[config.mk]
export PLATFORM = sky130hd
export DESIGN_NAME = wb_port_arbiter
export DESIGN_NICKNAME = d
export VERILOG_FILES = /design/src/rtl/wb_port_arbiter.sv
export SDC_FILE = /design/constraint.sdc
export NUM_CORES = 1
export LEC_CHECK = 0
export CAP_MARGIN = 20
export CORE_MARGIN = 1.5
export CORE_UTILIZATION = 30
export CTS_CLUSTER_DIAMETER = 40
export CTS_CLUSTER_SIZE = 14
export DETAILED_ROUTE_END_ITERATION = 7
export SYNTH_ARGS = -nofsm -noshare
export SYNTH_HDL_FRONTEND = slang
export SYNTH_SLANG_ARGS = --single-unit
[constraint.sdc]
create_clock -name clk -period 2.5 [get_ports clk]
set_clock_uncertainty 0.15 [all_clocks]
set_input_delay 0.5 -clock clk [delete_from_list [all_inputs] [get_ports clk]]
set_output_delay 0.5 -clock clk [all_outputs]
set_load 0.005 [all_outputs]
[src/rtl/wb_port_arbiter.sv]
// Register-file write-port arbiter: the pipeline write-back has priority, multi-cycle results
// queue in a small FIFO, and a starvation counter forces a one-cycle drain.
module wb_port_arbiter #(
  parameter int unsigned DEPTH        = 2,
  parameter int unsigned STARVE_LIMIT = 4
) (
  input  logic                     clk,
  input  logic                     rst_n,
  input  logic                     PIPE_WRITE_EN,
  input  logic [4:0]               PIPE_WRITE_INDEX,
  input  logic [15:0]              PIPE_WRITE_DATA,
  input  logic                     MC_VALID,
  output logic                     MC_READY,
  input  logic [4:0]               MC_INDEX,
  input  logic [15:0]              MC_DATA,
  output logic                     PIPE_STALL,
  output logic [$clog2(DEPTH):0]   FIFO_COUNT,
  output logic                     WRITE_EN_RF,
  output logic [4:0]               WRITE_INDEX_RF,
  output logic [15:0]              WRITE_DATA_RF
);

  localparam int unsigned PtrW    = $clog2(DEPTH);
  localparam int unsigned CntW    = PtrW + 1;
  localparam int unsigned StarveW = $clog2(STARVE_LIMIT + 1);

  localparam logic [CntW-1:0]    DepthC    = CntW'(DEPTH);
  localparam logic [StarveW-1:0] StarveMax = StarveW'(STARVE_LIMIT);

  typedef enum logic [0:0] {StNormal, StDrain} state_e;

  state_e              state_q, state_d;
  logic [CntW-1:0]     count_q, count_d;
  logic [PtrW-1:0]     wptr_q, wptr_d, rptr_q, rptr_d;
  logic [StarveW-1:0]  starve_q, starve_d;
  logic                ready_q, ready_d;
  logic                we_q, we_d;
  logic [4:0]          idx_q, idx_d;
  logic [15:0]         data_q, data_d;
  logic [20:0]         mem_q [DEPTH];

  logic empty, push, pop, grant_pipe;
  logic [20:0] head;

  assign empty = (count_q == '0);
  assign push  = MC_VALID && ready_q;
  assign head  = mem_q[rptr_q];

  always_comb begin
    grant_pipe = 1'b0;
    pop        = 1'b0;
    // DRAIN ignores the pipe request; the FIFO cannot be empty there since only we pop.
    if (state_q == StDrain) begin
      pop = !empty;
    end else if (PIPE_WRITE_EN) begin
      grant_pipe = 1'b1;
    end else begin
      pop = !empty;
    end

    count_d = count_q + CntW'(push) - CntW'(pop);
    ready_d = (count_d < DepthC);
    wptr_d  = push ? wptr_q + PtrW'(1) : wptr_q;
    rptr_d  = pop  ? rptr_q + PtrW'(1) : rptr_q;

    starve_d = starve_q;
    if (state_q == StDrain || pop || empty) begin
      starve_d = '0;
    end else if (starve_q != StarveMax) begin
      starve_d = starve_q + StarveW'(1);
    end

    state_d = (state_q == StNormal && starve_d == StarveMax) ? StDrain : StNormal;

    we_d   = 1'b0;
    idx_d  = idx_q;
    data_d = data_q;
    if (grant_pipe) begin
      we_d   = (PIPE_WRITE_INDEX != 5'd0);
      idx_d  = PIPE_WRITE_INDEX;
      data_d = PIPE_WRITE_DATA;
    end else if (pop) begin
      we_d   = (head[20:16] != 5'd0);
      idx_d  = head[20:16];
      data_d = head[15:0];
    end
  end

  always_ff @(posedge clk or negedge rst_n) begin
    if (!rst_n) begin
      state_q  <= StNormal;
      count_q  <= '0;
      wptr_q   <= '0;
      rptr_q   <= '0;
      starve_q <= '0;
      ready_q  <= 1'b0;
      we_q     <= 1'b0;
      idx_q    <= '0;
      data_q   <= '0;
    end else begin
      state_q  <= state_d;
      count_q  <= count_d;
      wptr_q   <= wptr_d;
      rptr_q   <= rptr_d;
      starve_q <= starve_d;
      ready_q  <= ready_d;
      we_q     <= we_d;
      idx_q    <= idx_d;
      data_q   <= data_d;
    end
  end

  // Storage needs no reset: occupancy is tracked by count_q.
  always_ff @(posedge clk) begin
    if (push) begin
      mem_q[wptr_q] <= {MC_INDEX, MC_DATA};
    end
  end

  assign MC_READY       = ready_q;
  assign PIPE_STALL     = (state_q == StDrain);
  assign FIFO_COUNT     = count_q;
  assign WRITE_EN_RF    = we_q;
  assign WRITE_INDEX_RF = idx_q;
  assign WRITE_DATA_RF  = data_q;

endmodule

==> summary.md <==
| Metric | Value |
|---|---|
| CP arrival | 2.14 ns |
| Cell taking the most area after synthesis | edfxtp_1 |
| Overall Power | 4.23 mW |
| Number of setup buffers added after CTS | 0 |
| Static leakage | 1.62 nW |
| Nets | 336 |
| HP Class | primary input to async pin |
| Post-Syn Area | 3090 µm² |
| RSZ-0062 raised after global routing | false |
| Worst slew margin | 0.494 |
| Via count | 1842 |
| Ports | 72 |
| RePlAce Congestion | 0.655 |
| Sink Count | 73 |
| CTS HTree Levels | 3 |
| Hold Fails Final Rpt | 0 |
| Critical Path RT | 2.58 ns |
| Initial DRC count | 27 |
| Gate Count Post-Synth | 208 |
| Mapped Nets | 258 |
| Top cell type's share of synthesized area | 0.408 |
| FF-to-FF setup slack | 0.64 ns |
| WL final | 5.97 mm |
| Peak Freq | 485 MHz |
| CTS Buffer Depth | 2 |
| Synth top area cells | edfxtp_1 41%, dfrtp_1 25%, mux2_4 7.8% |
| Cell variety after synth | 30 |
| Share of layout cells above drive strength 1 | 0.158 |
| Syn-to-layout area delta | 34.7% |
| CP most frequent cell | inv_1 |
| Wirelength per Cell | 14.1 µm |
| Tmin final | 2.06 ns |
| Crit-path max cell delay | 0.40 ns |
| Hold buffer count at CTS | 0 |
| Register area share after synthesis | 0.659 |
| Critical R2R Launch | FIFO_COUNT[1]$_DFF_PN0_ |
| Worst VDD drop | 377 µV |
| Reg2reg end | MC_READY$_DFF_PN0_ |
| Clock root cell | clkbuf_8 |
| Period utilisation layout | 0.825 |
| Initial core utilization | 0.313 |
| Number of I/O port buffers | 71 |
| Total grt overflow | 0 |
| Status | completed |
| Vias per cell | 4.34 |
| Slowest-stage cell, CP | clkdlybuf4s50_1 |
| Number of routed nets with antenna violations | 0 |
| Setup TNS | 0 ns |
| Core Rows | 36 |
| Antenna violations before repair | 0 |
| DP Cell Count | 408 |
| Reg clk slew, reported paths | 0.08 ns |
| Number of global-route vias before repair | 1973 |
| Num CTS Buffers | 9 |
| Non-filler cells, final | 424 |
| DRC Markers | 0 |
| Reg2Reg Depth | 9 |
| Max Cap Violations | 0 |
| #FFs+latches synth | 73 |
| # setup viols final | 0 |
| Mapped Avg Cell Area | 14.9 µm² |
| Worst-Skew Late Latency | 0.33 ns |
| Slew at the pin closest to its max-slew limit | 0.760 ns |
| CP Cell Sequence | clkdlybuf4s50_1 > nor2b_4 > or2_2 > inv_1 > ha_1 > inv_1 > ha_1 > xnor2_1 > xnor2_1 > inv_1 |
| GRT Util Overall | 0.118 |
| Resized Gates After CTS | 0 |
| Largest net degree at the start of global routing | 45 |
| CTS tree | yes |
| Setup crit start kind | primary input |
| Die area | 10900 µm² |
| Yosys Warn Count | 0 |
| DPL Wire Length | 4.02 mm |
| Crit Path Max Fanout | 2 |
| Overall die height | 104 µm |
| Fin. max-slew vios | 0 |
| Core Box Area | 9860 µm² |
| First-pass GRT wire length | 9.87 mm |
| Worst setup EP type | flip-flop |
| Pwr Density | 1020 nW/µm² |
| 1st-pass router iterations | 4 |
| Setup Crit Path Kind | primary input to flip-flop |
| # diodes | 0 |
| Horiz. Die Dim | 104 µm |
synth_stat cells:
| master | instances |
|---|---|
| xnor2_1 | 5 |
| nor2b_1 | 1 |
| mux2_4 | 16 |
| and3_1 | 1 |
| a21oi_1 | 1 |
| o22a_1 | 1 |
| buf_4 | 1 |
| buf_12 | 1 |
| dfrtp_1 | 31 |
| inv_1 | 5 |
| or2_2 | 1 |
| or4_1 | 1 |
| ha_1 | 4 |
| nor4b_1 | 1 |
| o21ai_0 | 7 |
| nor2_1 | 4 |
| nor2b_2 | 1 |
| edfxtp_1 | 42 |
| o21ai_1 | 18 |
| nand3_1 | 1 |
| nor4_1 | 2 |
| nand3b_1 | 1 |
| nor2_4 | 1 |
| nor3_1 | 1 |
| mux2i_1 | 22 |
| nand2_1 | 24 |
| nor3b_1 | 1 |
| buf_6 | 4 |
| clkbuf_1 | 4 |
| mux2_2 | 5 |
through the flow:
stage | cell area [µm²] | setup slack, ns | hold slack [ns] | util
floorplan | 3090 | 0.387 | 0.0544 | -
global placement | 3930 | 0.107 | 0.350 | 0.398
detailed placement | 3930 | 0.0528 | 0.366 | 0.398
CTS | 4160 | 0.432 | 0.0997 | 0.422
global route | 4160 | 0.335 | 0.118 | 0.422
finish | 4160 | 0.436 | 0.0801 | 0.422
sequential cells by signal (all words and copies together) (netlist names):
signal / flops
mem_q: 42
WRITE_DATA_RF: 16
WRITE_INDEX_RF: 5
starve_q: 3
FIFO_COUNT: 2
MC_READY: 1
PIPE_STALL: 1
WRITE_EN_RF: 1
rptr_q: 1
wptr_q: 1
layout make-up:
| type | count | area, µm² |
|---|---|---|
| Clock inverter | 6 | 106 |
| Multi-Input combinational cell | 120 | 955 |
| Tap cell | 133 | 166 |
| Clock buffer | 10 | 128 |
| Fill cell | 927 | 5700 |
| Timing Repair Buffer | 77 | 751 |
| Sequential cell | 73 | 2040 |
| Inverter | 5 | 18.8 |
worst max-delay path by stage:
stage,start,to,slack [ns],cells past startpoint
2_1_floorplan,PIPE_WRITE_EN,MC_READY$_DFF_PN0_,0.39,10
3_3_place_gp,PIPE_WRITE_EN,MC_READY$_DFF_PN0_,0.11,10
3_5_place_dp,PIPE_WRITE_EN,MC_READY$_DFF_PN0_,0.05,10
4_1_cts,PIPE_WRITE_EN,MC_READY$_DFF_PN0_,0.43,10
5_1_grt,PIPE_WRITE_EN,MC_READY$_DFF_PN0_,0.33,10
6_report,PIPE_WRITE_EN,MC_READY$_DFF_PN0_,0.44,10
where the power goes:
group          switching [mW]  total (mW)  internal, mW
clock                   0.421        1.08         0.658
sequential              0.156        1.74          1.59
combinational           0.594        1.40         0.810
critical path, delay by kind of cell:
kind / cells / cell delay [ns]
XOR/XNOR: 2 / 0.28
adder cells (fa/ha/maj): 2 / 0.36
buffers and inverters: 4 / 0.57
AND/OR/NAND/NOR: 2 / 0.42
logic make-up (layout without fill, tap and decap cells):
kind of cell / after synthesis / in the layout / share of synthesized area
multiplexers: 43 / 43 / 0.167
buffers and inverters: 15 / 98 / 0.0344
adder cells (fa/ha/maj): 4 / 4 / 0.0162
XOR/XNOR: 5 / 5 / 0.0142
AO/OA/AOI/OAI: 27 / 27 / 0.0449
AND/OR/NAND/NOR: 41 / 41 / 0.0640
flip-flops: 73 / 73 / 0.659
metal layers:
metal / GRT usage / part of all wire / vias to the layer above
met5: 0 / 0 / -
met4: 0.0506 / 0.012 / 0
met3: 0.0332 / 0.051 / 8
met2: 0.204 / 0.51 / 44
met1: 0.137 / 0.43 / 889
li1: - / - / 901
placed cells by master, fill, tap and decap left out, drive strengths merged, types with 2 or more instances in the layout:
cell type,Yosys,routed
o21ai,25,25
clkinv,0,2
nor2,5,5
nand2,24,24
buf,6,7
nor2b,2,2
clkdlybuf4s50,0,70
dfrtp,31,31
clkbuf,4,10
edfxtp,42,42
mux2,21,21
inv,5,5
mux2i,22,22
xnor2,5,5
nor4,2,2
bufinv,0,3
ha,4,4
Note: power is estimated with default switching activity, not from simulation.
